$ cat src/rtl/serial_wb_pkg.sv
// Shared constants, register map and state encodings for the serial Wishbone-style bridge.
// Imported by the bridge top and the WS2812 transmitter.
package serial_wb_pkg;

  localparam logic [7:0] CMD_WR = 8'hA1;
  localparam logic [7:0] CMD_RD = 8'hA2;

  localparam logic [31:0] ADDR_LED    = 32'h0000_0000;
  localparam logic [31:0] ADDR_SPI    = 32'h0000_0004;
  localparam logic [31:0] ADDR_NEO    = 32'h0000_0008;
  localparam logic [31:0] ADDR_STATUS = 32'h0000_000C;
  localparam logic [31:0] ADDR_ID     = 32'h0000_0010;

  localparam logic [31:0] ID_VALUE = 32'h5742_0001;

  typedef enum logic [2:0] {
    ST_IDLE,
    ST_ADDR,
    ST_DATA,
    ST_EXEC,
    ST_RESP
  } parse_state_e;

  typedef enum logic [1:0] {
    NEO_IDLE,
    NEO_BIT,
    NEO_LATCH
  } neo_state_e;

  // Word match: the two low address bits select nothing.
  function automatic logic addr_hit(input logic [31:0] addr, input logic [31:0] reg_addr);
    return (addr & ~32'h3) == reg_addr;
  endfunction

endpackage

$ cat src/rtl/serial_wb_middle_if.sv
// Byte-stream pair between the UART and the bridge: s_axis carries received bytes in,
// m_axis carries response bytes out.
interface serial_wb_middle_if;

  logic [7:0] s_axis_tdata;
  logic       s_axis_tvalid;
  logic       s_axis_tready;
  logic [7:0] m_axis_tdata;
  logic       m_axis_tvalid;
  logic       m_axis_tready;

  modport slave (
    input  s_axis_tdata,
    input  s_axis_tvalid,
    output s_axis_tready,
    output m_axis_tdata,
    output m_axis_tvalid,
    input  m_axis_tready
  );

  modport master (
    output s_axis_tdata,
    output s_axis_tvalid,
    input  s_axis_tready,
    input  m_axis_tdata,
    input  m_axis_tvalid,
    output m_axis_tready
  );

endinterface

$ cat src/rtl/serial_wb_middle_ws2812_tx.sv
// Single-pixel WS2812 transmitter: 24 GRB bits MSB first, then a low latch period.
// busy covers the whole frame including the latch time.
module ws2812_tx
  import serial_wb_pkg::*;
#(
  parameter int NEO_T0H  = 48,
  parameter int NEO_T1H  = 96,
  parameter int NEO_TBIT = 150,
  parameter int NEO_TRST = 6000
) (
  input  logic        i_clk,
  input  logic        i_rst,
  input  logic [23:0] data,
  input  logic        start,
  output logic        busy,
  output logic        o_neoPx
);

  localparam int CNT_MAX = (NEO_TRST > NEO_TBIT) ? NEO_TRST : NEO_TBIT;
  localparam int CNT_W   = $clog2(CNT_MAX);

  neo_state_e        state_q, state_d;
  logic [CNT_W-1:0]  cnt_q;
  logic [4:0]        bit_q;
  logic [23:0]       sh_q;
  logic              bit_end;
  logic              latch_end;

  assign bit_end   = (cnt_q == CNT_W'(NEO_TBIT - 1));
  assign latch_end = (cnt_q == CNT_W'(NEO_TRST - 1));

  always_ff @(posedge i_clk or posedge i_rst) begin
    if (i_rst) state_q <= NEO_IDLE;
    else       state_q <= state_d;
  end

  always_comb begin
    state_d = state_q;
    unique case (state_q)
      NEO_IDLE:  if (start) state_d = NEO_BIT;
      NEO_BIT:   if (bit_end && bit_q == 5'd23) state_d = NEO_LATCH;
      NEO_LATCH: if (latch_end) state_d = NEO_IDLE;
      default:   state_d = NEO_IDLE;
    endcase
  end

  always_ff @(posedge i_clk or posedge i_rst) begin
    if (i_rst) begin
      cnt_q <= '0;
      bit_q <= '0;
      sh_q  <= '0;
    end else begin
      unique case (state_q)
        NEO_IDLE: begin
          if (start) begin
            sh_q  <= data;
            cnt_q <= '0;
            bit_q <= '0;
          end
        end
        NEO_BIT: begin
          if (bit_end) begin
            cnt_q <= '0;
            sh_q  <= {sh_q[22:0], 1'b0};
            bit_q <= bit_q + 5'd1;
          end else begin
            cnt_q <= cnt_q + 1'b1;
          end
        end
        NEO_LATCH: cnt_q <= latch_end ? '0 : cnt_q + 1'b1;
        default:   cnt_q <= '0;
      endcase
    end
  end

  // High time depends on the bit currently at the head of the shifter.
  assign o_neoPx = (state_q == NEO_BIT) &&
                   (cnt_q < (sh_q[23] ? CNT_W'(NEO_T1H) : CNT_W'(NEO_T0H)));
  assign busy    = (state_q != NEO_IDLE);

endmodule

$ cat src/rtl/serial_wb_middle.sv
// Frame parser between the UART byte streams and the board peripherals: LED bank,
// serial LED shifter and one WS2812 pixel, with ack/read-data responses on m_axis.
module serial_wb_middle
  import serial_wb_pkg::*;
#(
  parameter int SPI_DIV    = 60,
  parameter int NEO_T0H    = 48,
  parameter int NEO_T1H    = 96,
  parameter int NEO_TBIT   = 150,
  parameter int NEO_TRST   = 6000,
  parameter int RX_TIMEOUT = 1_200_000
) (
  input  logic                i_clk,
  input  logic                i_rst,
  serial_wb_middle_if.slave   axis,
  output logic [5:0]          o_led,
  output logic                o_led_clk,
  output logic                o_led_data,
  output logic                o_neoPx
);

  localparam int TO_W  = $clog2(RX_TIMEOUT + 1);
  localparam int DIV_W = $clog2(SPI_DIV);

  parse_state_e     state_q, state_d;
  logic [1:0]       byte_cnt_q;
  logic             is_write_q;
  logic [31:0]      addr_q;
  logic [31:0]      data_q;
  logic [39:0]      resp_q;
  logic [2:0]       resp_left_q;
  logic [TO_W-1:0]  timer_q;

  logic             byte_take;
  logic             byte_out;
  logic             timeout_hit;
  logic             in_frame;
  logic [31:0]      rd_data;

  logic [5:0]       led_q;
  logic [31:0]      spi_reg_q;
  logic [23:0]      neo_reg_q;

  logic             exec_wr;
  logic             spi_start;
  logic             neo_start;
  logic             neo_busy;

  logic             spi_busy_q;
  logic [31:0]      spi_sh_q;
  logic [DIV_W-1:0] spi_div_q;
  logic [4:0]       spi_bit_q;

  assign axis.s_axis_tready = (state_q == ST_IDLE) || (state_q == ST_ADDR) || (state_q == ST_DATA);
  assign axis.m_axis_tvalid = (state_q == ST_RESP);
  assign axis.m_axis_tdata  = resp_q[39:32];

  assign byte_take   = axis.s_axis_tvalid && axis.s_axis_tready;
  assign byte_out    = axis.m_axis_tvalid && axis.m_axis_tready;
  assign in_frame    = (state_q == ST_ADDR) || (state_q == ST_DATA);
  assign timeout_hit = in_frame && !byte_take && (timer_q == TO_W'(RX_TIMEOUT - 1));

  // NOTE: all sequential state uses <= so every flop samples the pre-edge values.
  always_ff @(posedge i_clk or posedge i_rst) begin
    if (i_rst) state_q <= ST_IDLE;
    else       state_q <= state_d;
  end

  // NOTE: state_d gets its default first so no branch leaves it unassigned (no latch).
  always_comb begin
    state_d = state_q;
    unique case (state_q)
      ST_IDLE: begin
        if (byte_take && (axis.s_axis_tdata == CMD_WR || axis.s_axis_tdata == CMD_RD))
          state_d = ST_ADDR;
      end
      ST_ADDR: begin
        if (byte_take && byte_cnt_q == 2'd3) state_d = is_write_q ? ST_DATA : ST_EXEC;
        else if (timeout_hit)                state_d = ST_IDLE;
      end
      ST_DATA: begin
        if (byte_take && byte_cnt_q == 2'd3) state_d = ST_EXEC;
        else if (timeout_hit)                state_d = ST_IDLE;
      end
      ST_EXEC: state_d = ST_RESP;
      ST_RESP: if (byte_out && resp_left_q == 3'd1) state_d = ST_IDLE;
      default: state_d = ST_IDLE;
    endcase
  end

  always_ff @(posedge i_clk or posedge i_rst) begin
    if (i_rst) begin
      byte_cnt_q  <= '0;
      is_write_q  <= 1'b0;
      addr_q      <= '0;
      data_q      <= '0;
      resp_q      <= '0;
      resp_left_q <= '0;
      timer_q     <= '0;
    end else begin
      timer_q <= (in_frame && !byte_take) ? timer_q + 1'b1 : '0;
      if (byte_take) begin
        unique case (state_q)
          ST_IDLE: begin
            is_write_q <= (axis.s_axis_tdata == CMD_WR);
            byte_cnt_q <= '0;
          end
          ST_ADDR: begin
            addr_q     <= {addr_q[23:0], axis.s_axis_tdata};
            byte_cnt_q <= byte_cnt_q + 2'd1;
          end
          ST_DATA: begin
            data_q     <= {data_q[23:0], axis.s_axis_tdata};
            byte_cnt_q <= byte_cnt_q + 2'd1;
          end
          default: ;
        endcase
      end
      if (state_q == ST_EXEC) begin
        resp_q      <= is_write_q ? {CMD_WR, 32'd0} : {CMD_RD, rd_data};
        resp_left_q <= is_write_q ? 3'd1 : 3'd5;
      end else if (byte_out) begin
        resp_q      <= {resp_q[31:0], 8'h00};
        resp_left_q <= resp_left_q - 3'd1;
      end
    end
  end

  always_comb begin
    rd_data = '0;
    if      (addr_hit(addr_q, ADDR_LED))    rd_data = {26'd0, led_q};
    else if (addr_hit(addr_q, ADDR_SPI))    rd_data = spi_reg_q;
    else if (addr_hit(addr_q, ADDR_NEO))    rd_data = {8'd0, neo_reg_q};
    else if (addr_hit(addr_q, ADDR_STATUS)) rd_data = {30'd0, neo_busy, spi_busy_q};
    else if (addr_hit(addr_q, ADDR_ID))     rd_data = ID_VALUE;
  end

  // Engine writes landing while busy are dropped; the ack still goes out.
  assign exec_wr   = (state_q == ST_EXEC) && is_write_q;
  assign spi_start = exec_wr && addr_hit(addr_q, ADDR_SPI) && !spi_busy_q;
  assign neo_start = exec_wr && addr_hit(addr_q, ADDR_NEO) && !neo_busy;

  always_ff @(posedge i_clk or posedge i_rst) begin
    if (i_rst) begin
      led_q     <= '0;
      spi_reg_q <= '0;
      neo_reg_q <= '0;
    end else begin
      if (exec_wr && addr_hit(addr_q, ADDR_LED)) led_q <= data_q[5:0];
      if (spi_start) spi_reg_q <= data_q;
      if (neo_start) neo_reg_q <= data_q[23:0];
    end
  end

  assign o_led = ~led_q;

  always_ff @(posedge i_clk or posedge i_rst) begin
    if (i_rst) begin
      spi_busy_q <= 1'b0;
      spi_sh_q   <= '0;
      spi_div_q  <= '0;
      spi_bit_q  <= '0;
    end else if (spi_start) begin
      spi_busy_q <= 1'b1;
      spi_sh_q   <= data_q;
      spi_div_q  <= '0;
      spi_bit_q  <= '0;
    end else if (spi_busy_q) begin
      if (spi_div_q == DIV_W'(SPI_DIV - 1)) begin
        spi_div_q <= '0;
        spi_sh_q  <= {spi_sh_q[30:0], 1'b0};
        spi_bit_q <= spi_bit_q + 5'd1;
        if (spi_bit_q == 5'd31) spi_busy_q <= 1'b0;
      end else begin
        spi_div_q <= spi_div_q + 1'b1;
      end
    end
  end

  // Data leads each bit; the clock rises at mid-bit so the receiver samples stable data.
  assign o_led_data = spi_busy_q && spi_sh_q[31];
  assign o_led_clk  = spi_busy_q && (spi_div_q >= DIV_W'(SPI_DIV / 2));

  ws2812_tx #(
    .NEO_T0H  (NEO_T0H),
    .NEO_T1H  (NEO_T1H),
    .NEO_TBIT (NEO_TBIT),
    .NEO_TRST (NEO_TRST)
  ) u_ws2812_tx (
    .i_clk   (i_clk),
    .i_rst   (i_rst),
    .data    (data_q[23:0]),
    .start   (neo_start),
    .busy    (neo_busy),
    .o_neoPx (o_neoPx)
  );

endmodule

$ cat src/flat_wrapper.sv
// flat-port wrapper written by rule: the top's interface ports become plain ports
module serial_wb_middle_flat import serial_wb_pkg::*;
#(
  parameter int SPI_DIV    = 60,
  parameter int NEO_T0H    = 48,
  parameter int NEO_T1H    = 96,
  parameter int NEO_TBIT   = 150,
  parameter int NEO_TRST   = 6000,
  parameter int RX_TIMEOUT = 1_200_000
)
  (i_clk, i_rst, o_led, o_led_clk, o_led_data, o_neoPx, axis_s_axis_tdata, axis_s_axis_tvalid, axis_s_axis_tready, axis_m_axis_tdata, axis_m_axis_tvalid, axis_m_axis_tready);
  serial_wb_middle_if axis_i ();
  input  logic i_clk;
  input  logic i_rst;
  output logic [5:0] o_led;
  output logic o_led_clk;
  output logic o_led_data;
  output logic o_neoPx;
  input wire logic [$bits(axis_i.s_axis_tdata)-1:0] axis_s_axis_tdata;
  input wire logic [$bits(axis_i.s_axis_tvalid)-1:0] axis_s_axis_tvalid;
  output wire logic [$bits(axis_i.s_axis_tready)-1:0] axis_s_axis_tready;
  output wire logic [$bits(axis_i.m_axis_tdata)-1:0] axis_m_axis_tdata;
  output wire logic [$bits(axis_i.m_axis_tvalid)-1:0] axis_m_axis_tvalid;
  input wire logic [$bits(axis_i.m_axis_tready)-1:0] axis_m_axis_tready;
  assign axis_i.s_axis_tdata = axis_s_axis_tdata;
  assign axis_i.s_axis_tvalid = axis_s_axis_tvalid;
  assign axis_s_axis_tready = axis_i.s_axis_tready;
  assign axis_m_axis_tdata = axis_i.m_axis_tdata;
  assign axis_m_axis_tvalid = axis_i.m_axis_tvalid;
  assign axis_i.m_axis_tready = axis_m_axis_tready;
  serial_wb_middle #(.SPI_DIV(SPI_DIV), .NEO_T0H(NEO_T0H), .NEO_T1H(NEO_T1H), .NEO_TBIT(NEO_TBIT), .NEO_TRST(NEO_TRST), .RX_TIMEOUT(RX_TIMEOUT)) u_core (.i_clk(i_clk), .i_rst(i_rst), .axis(axis_i), .o_led(o_led), .o_led_clk(o_led_clk), .o_led_data(o_led_data), .o_neoPx(o_neoPx));
endmodule
$ cat config.mk
export PLATFORM = sky130hd
export DESIGN_NAME = serial_wb_middle_flat
export DESIGN_NICKNAME = d
export VERILOG_FILES = /design/src/rtl/serial_wb_pkg.sv /design/src/rtl/serial_wb_middle_if.sv /design/src/rtl/serial_wb_middle_ws2812_tx.sv /design/src/rtl/serial_wb_middle.sv /design/src/flat_wrapper.sv
export SDC_FILE = /design/constraint.sdc
export NUM_CORES = 1
export LEC_CHECK = 0
export ABC_AREA = 1
export BUFFER_PORTS_ARGS = -buffer_cell sky130_fd_sc_hd__clkbuf_2
export CAP_MARGIN = 20
export CORE_UTILIZATION = 57
export DETAILED_ROUTE_END_ITERATION = 6
export GPL_ROUTABILITY_DRIVEN = 0
export GPL_TIMING_DRIVEN = 0
export PLACE_DENSITY = 0.83
export REMOVE_ABC_BUFFERS = 1
export SYNTH_ARGS = -nofsm -noshare
export SYNTH_HDL_FRONTEND = slang
export SYNTH_SLANG_ARGS = --single-unit
export TNS_END_PERCENT = 20
$ cat constraint.sdc
create_clock -name i_clk -period 8.3 [get_ports i_clk]
set_input_delay 0.415 -clock i_clk [delete_from_list [all_inputs] [get_ports i_clk]]
set_output_delay 0.415 -clock i_clk [all_outputs]
set_load 0.1 [all_outputs]
==> results of run 1 <==
==> cells in the final DEF (no fill, tap or decap), types with 6 or more instances in the layout <==
cell       count
o21a_1         7
clkinv_2       8
a21oi_1       42
o211ai_1      10
xor2_1        11
nor2_1       110
nand2_2        6
clkbuf_16     29
o21ai_0      117
inv_1        128
nor3_1        24
nand4_1       49
o21ai_1       49
ha_1          15
mux2_2        12
clkbuf_2      30
nand2_1      606
dfrtp_1      284
nand3_1       85
==> worst max-delay path: cells and delay by family (launching register included) <==
family	cells	cell delay [ns]
buffers and inverters	2	0.54
and+or+nand+nor	8	1.92
AOI/OAI and AO/OA	1	0.56
DFF	1	0.37
==> logic make-up (layout without fill, tap and decap cells) <==
logic type	after synthesis	count (layout)	synth area share (%)
xor gates and xnor gates	12	12	0.777
DFF	284	284	52.6
buffers and inverters	212	218	6.79
AOI/OAI and AO/OA	240	240	9.54
adders and majority gates	15	15	1.39
and+or+nand+nor	902	902	27.9
muxes	12	12	0.999
==> where the power goes <==
group	internal [mW]	switching [mW]
logic	0.138	0.336
registers	1.52	0.0922
clock network	0.733	0.523
==> layer usage <==
metal,vias up,GRT usage [%]
met1,5341,37.1
met3,56,3.56
li1,5391,-
met5,-,0
met2,446,43.6
met4,0,9.90
==> state kept, by name (all words and copies together) (netlist names), 21 cells and up <==
register,flops
u_core.spi_reg_q,32
u_core.spi_sh_q,32
u_core.data_q,32
u_core.neo_reg_q,24
u_core.addr_q,32
u_core.u_ws2812_tx.sh_q,24
u_core.timer_q,21
u_core.resp_q,40
==> cell type report <==
class                   instances  area [sq um]  share of cell area [%]
clock buffers                  37           796                    5.41
clock inverters                12           115                   0.782
inverters                     133           507                    3.44
multi-input cells            1181          5510                    37.5
flip-flops and latches        284          7110                    48.3
well taps                     313           392                    2.66
repair buffers                 36           283                    1.92
==> stage by stage <==
step | power (mW) | TNS, ns
2_1_floorplan | 2.00 | 0
3_3_place_gp | 2.08 | -792.48
3_5_place_dp | 2.11 | 0
4_1_cts | 3.36 | 0
5_1_grt | 3.48 | 0
6_report | 3.34 | 0
==> how the worst max path moves through the flow <==
stage | from | endpoint | slack, ns | depth (start not counted)
after floorplan | i_rst | u_core.addr_q[0]$_DFFE_PP0P_ | 0.05 | 1
after global placement | i_rst | u_core.spi_div_q[3]$_DFFE_PP0P_ | -2.80 | 2
after detailed placement | u_core.addr_q[17]$_DFFE_PP0P_ | u_core.spi_sh_q[4]$_DFFE_PP0P_ | 4.94 | 11
after CTS | u_core.addr_q[25]$_DFFE_PP0P_ | u_core.spi_sh_q[4]$_DFFE_PP0P_ | 4.86 | 11
after global routing | u_core.addr_q[19]$_DFFE_PP0P_ | u_core.spi_sh_q[11]$_DFFE_PP0P_ | 4.59 | 11
final | u_core.addr_q[25]$_DFFE_PP0P_ | u_core.spi_sh_q[2]$_DFFE_PP0P_ | 4.78 | 11
==> summary.md, run 1 <==
| Metric | Value |
|---|---|
| Status | finished, final reports clean |
| GRT Overall Usage | 26.9% |
| Worst stage delay on the critical path | 0.64 ns |
| WL per Instance | 15.8 um |
| Reg2reg path depth | 11 |
| Total wire length | 31.5 mm |
| Drt drc | 0 |
| Fill cells | 1842 |
| Fin Hold WS | 0.139 ns |
| FF+latch count, synth | 284 |
| Top sig layer | met4 |
| EDFF count, synth | 0 |
| CTS tree | done |
| Initial Util | 59.0% |
| Area grow syn2layout | 8.81% |
| Worst setup SP type | flop |
| Seq/Total Area, Yosys | 52.6% |
| Initial antenna violation count | 1 |
| Worst slew pin tran | 0.972 ns |
| Post-CTS setup buffer count | 0 |
| DIE AREA | 24300 sq um |
| Final Setup Violations | 0 |
| Mapped cell area | 13500 sq um |
| Max Root-Sink Buffers | 3 |
| R2R Path End | u_core.spi_sh_q[2]$_DFFE_PP0P_ |
| Syn avg cell area | 8.06 sq um |
| CP dominant cell by count | nand2_1 |
| Req. time, crit path | 8.77 ns |
| H-tree depth | 1 |
| Slew Limit Fails | 0 |
| Clk slew on worst S/H paths | 0.06 ns |
| Hold Path Class | in -> reg |
| Slowest CP cell | nand3_4 |
| Most frequent cells after synthesis | nand2_1, dfrtp_1, inv_1 |
| Critical path type | reg -> reg |
| HPWL reported at the end of detailed placement | 20.0 mm |
| Hold Path Origin | axis_s_axis_tdata[2] |
| Post-layout net count | 1692 |
| I/O pin cnt | 31 |
| Lkg Pwr | 7.35 nW |
| Root Buffer | clkbuf_16 |
| Total grt overflow | 0 |
| Setup ws final | 4.78 ns |
| Place WS | 4.94 ns |
| Antenna viol nets, final | 0 |
| # hold bufs at CTS | 1 |
| Crit path capture type | flop |
| Routed vias/inst | 5.63 |
| Vias in the first global route | 10.8k |
| Worst Hold Path Cells | 3 |
| YS warnings | 0 |
| Die W | 156 um |
| Final clock skew | 0.0158 ns |
| Router iterations before antenna repair | 6 |
| Top post-synthesis cells by area | dfrtp_1, nand2_1, o21ai_0 |
| Met2 wire len | 14.7 mm |
| Slew HR | 35.1% |
| FP Rows | 55 |
| First-pass GRT wire length | 52.8 mm |
| CP max FO | 64 |
| Final Cell Area | 14700 sq um |
| Hold Path Sink | u_core.addr_q[2]$_DFFE_PP0P_ |
| Layout Utilization | 64.2% |
| Port bufs | 30 |
| Core ar. | 22900 sq um |
| Syn Inst Count | 1677 |
| Share of cells above drive strength 1 | 7.13% |
| N_diodes | 0 |
| Placed cell count | 1946 |
| Reg2reg setup slack | 4.78 ns |
| Leading area contributor after synthesis | dfrtp_1 |
| DP Area | 13800 sq um |
| Final non-filler cell total | 1996 |
| TritonCTS buffer count | 29 |
| Power Density | 227 nW/um^2 |
| Worst EP arrival | 3.99 ns |
| Metal-1 WL | 13.9 mm |
| # clock sinks | 284 |
| Fmax | 284 MHz |
| RSZ-0062 raised after global routing | false |
| Met3 WL post-DR | 2.13 mm |
| Post-CTS resize count | 0 |
| Die Ht | 156 um |
| Async S/R FF share, synth | 100% |
| VDD IR max | 0.291 mV |
| Worst reg2reg startpoint | u_core.addr_q[25]$_DFFE_PP0P_ |
| Largest net degree at the start of global routing | 125 |
| Synth cell types | 43 |
| Final hold vios | 0 |
| DRT iter0 DRCs | 1265 |
| Max-cap viol count | 0 |
| Post-synth top area share | 52.6% |
| Final worst path period share | 42.4% |
| Post-synth top flop | dfrtp_1 |
| Critical Path, Cell by Cell | nor2_1 -> nand2_1 -> nor2_1 -> nand2_2 -> nor2_4 -> buf_12 -> nand3_4 -> o21ai_4 -> buf_16 -> nand2_1 -> nand2_1 |
| Min cycle time layout | 3.52 ns |
| Clock Latency Late Sink | 0.54 ns |
| Most common cell in the netlist | nand2_1 |
| Via count | 11.2k |
(Power assumes the default switching activity.)
==> inputs of run 2 (changes only) <==
==> constraint.sdc (replaced) <==
create_clock -name i_clk -period 2.8 [get_ports i_clk]
set_input_delay 0.14 -clock i_clk [delete_from_list [all_inputs] [get_ports i_clk]]
set_output_delay 0.14 -clock i_clk [all_outputs]
set_load 0.1 [all_outputs]
==> summary.md, run 2 (synthesis gave the netlist of run 1 again) <==
| Metric | Value |
|---|---|
| Bufs and invs on worst path | 3 |
| Worst Hold Path Cells | 4 |
| Router iterations before antenna repair | 6 |
| Sw power | 2.82 mW |
| Core ar. | 22900 sq um |
| Fmax | 388 MHz |
| Final hold vios | 0 |
| Area of the multi-input gates | 5580 sq um |
| Drt drc | 0 |
| Largest register FFs | 40 |
| Vias in the first global route | 11.0k |
| Crit path from | u_core.state_q[1]$_DFFE_PP0P_ |
| Min cycle time layout | 2.58 ns |
| Worst EP arrival | 3.00 ns |
| Largest register by flop count | u_core.resp_q |
| Clk slew on worst S/H paths | 0.06 ns |
| DRT iter0 DRCs | 1475 |
| Hold Path Origin | axis_s_axis_tdata[6] |
| GRT Overall Usage | 27.6% |
| Fin Setup TNS | 0 ns |
| Via count | 11.6k |
| CP Depth | 11 |
| Reg2reg path depth | 11 |
| Switching share of total power | 28.4% |
| RSZ-0062 raised after global routing | false |
| Root Buffer | clkbuf_16 |
| FP Rows | 55 |
| WL per Instance | 16.4 um |
| Slew Limit Fails | 0 |
| Worst slew pin tran | 1.01 ns |
| Req. time, crit path | 3.22 ns |
| Port bufs | 30 |
| Post-layout net count | 1717 |
| Max-cap viol count | 0 |
| Final Cell Area | 15000 sq um |
| Area grow syn2layout | 10.8% |
| Crit path capture type | flop |
| Initial Util | 59.0% |
| Most frequent cells in the layout | nand2_1, dfrtp_1, inv_1, o21ai_0, nor2_1 |
| CP dominant cell by count | nand2_2 |
| Place WS | -0.564 ns |
| DP Area | 13800 sq um |
| Worst setup SP type | flop |
| Die Ht | 156 um |
| Final clock skew | 0.0136 ns |
| Most common cell after layout, fill and taps aside | nand2_1 |
| Setup ws final | 0.221 ns |
| Hold Path Class | in -> reg |
| Fill cells | 1792 |
| Final Setup Violations | 0 |
| Initial antenna violation count | 0 |
| Fin Hold WS | 0.0192 ns |
| Total wire length | 33.1 mm |
| Cell family with most CP delay | simple AND/OR/NAND/NOR gates |
| Critical path type | reg -> reg |
| Die W | 156 um |
| Status | finished, final reports clean |
| Sequential cell area | 7110 sq um |
| Worst reg2reg startpoint | u_core.state_q[1]$_DFFE_PP0P_ |
| Clock share of power | 37.5% |
| Sequential share of power | 48.2% |
| DIE AREA | 24300 sq um |
| CTS tree | done |
| Final worst path period share | 92.1% |
| Clock Latency Late Sink | 0.54 ns |
| VDD IR max | 0.862 mV |
| Worst stage delay on the critical path | 0.41 ns |
| Largest net degree at the start of global routing | 125 |
| Critical Path, Cell by Cell | inv_1 -> nor2_2 -> nand2_2 -> nor2_8 -> buf_12 -> buf_4 -> nand2_2 -> nand2_2 -> nand2_4 -> nand2_1 -> nand2_1 |
| HPWL reported at the end of detailed placement | 20.0 mm |
| Total grt overflow | 0 |
| # clock sinks | 284 |
| H-tree depth | 1 |
| Slowest CP cell | dfrtp_1 |
| CP max FO | 36 |
| Comb pwr share | 14.3% |
| Internal | 7.10 mW |
| Power Density | 662 nW/um^2 |
| TritonCTS buffer count | 29 |
| Slew HR | 32.6% |
| First-pass GRT wire length | 54.1 mm |
| Antenna viol nets, final | 0 |
| Layout Utilization | 65.4% |
| Lkg Pwr | 7.46 nW |
| Share of cells above drive strength 1 | 8.14% |
| I/O pin cnt | 31 |
| Routed vias/inst | 5.71 |
| Max Root-Sink Buffers | 3 |
-- run 2: changes by cell type in the layout (fill, tap and decap cells not counted), moves of 2 or more --
cell           delta
nand2_4           +2
nand2_1           -2
buf_4            +10
buf_12            +2
dlygate4sd3_1     +9
-- run 2: worst paths after layout --
| kind | endpoint | slack, ns |
|---|---|---|
| worst max-delay path | u_core.spi_sh_q[18]$_DFFE_PP0P_ | 0.22 |
| worst min-delay path | u_core.addr_q[6]$_DFFE_PP0P_ | 0.02 |
| worst max register to register | u_core.spi_sh_q[18]$_DFFE_PP0P_ | 0.22 |
| worst min register to register | u_core.resp_q[35]$_DFFE_PP0P_ | 0.47 |
| max in group asynchronous | u_core.u_ws2812_tx.cnt_q[10]$_DFFE_PP0P_ | 1.72 |
| min in group asynchronous | u_core.resp_q[32]$_DFFE_PP0P_ | 0.18 |
-- run 2: repair_timing --
item / in CTS / in global routing
gates resized for setup: 5 / 3
pin swaps: 2 / 3
setup buffers: 2 / 10
cloned: 3 / 1
hold buffers: 10 / 0
hold endpoints to repair: 61 / 0
setup endpoints to repair: 118 / 99
-- run 2: worst register-to-register path: stages, from the launching register on --
cell	delay (ns)
dfrtp_1	0.41
inv_1	0.07
nor2_2	0.11
nand2_2	0.39
nor2_8	0.33
buf_12	0.19
buf_4	0.17
nand2_2	0.11
nand2_2	0.13
nand2_4	0.28
nand2_1	0.20
nand2_1	0.08
-- run 2: per-stage QoR --
| stage | cells | total power [mW] |
|---|---|---|
| after CTS | 2010 | 9.98 |
| after global routing | 2021 | 10.3 |
| after detailed placement | 1946 | 6.24 |
| after floorplan | 1598 | 5.92 |
| after global placement | 1941 | 6.17 |
| final | 2022 | 9.92 |
-- run 2: metal layers --
metal	share of wire, %	track usage, %	up-vias
met5	0	0	-
met3	8.0	4.97	87
li1	-	-	5446
met1	43	37.6	5510
met4	3.0	10.3	0
met2	46	44.3	512
-- run 2: layout make-up --
cell class / count / area share, %
antenna: 1 / 0.0167
clock buffer: 37 / 5.31
clock inverter: 12 / 0.768
inverter: 133 / 3.40
multi-input combinational: 1185 / 37.2
sequential: 284 / 47.4
tap: 313 / 2.61
timing repair buffer: 57 / 3.27
-- run 2: power by group through the flow --
stage / logic [mW] / clock network (mW) / registers, mW
floorplan: 0.739 / 0 / 5.18
global placement: 1.34 / 0 / 4.83
detailed placement: 1.39 / 0 / 4.85
CTS: 1.42 / 3.77 / 4.78
global route: 1.57 / 3.93 / 4.83
finish: 1.42 / 3.72 / 4.79
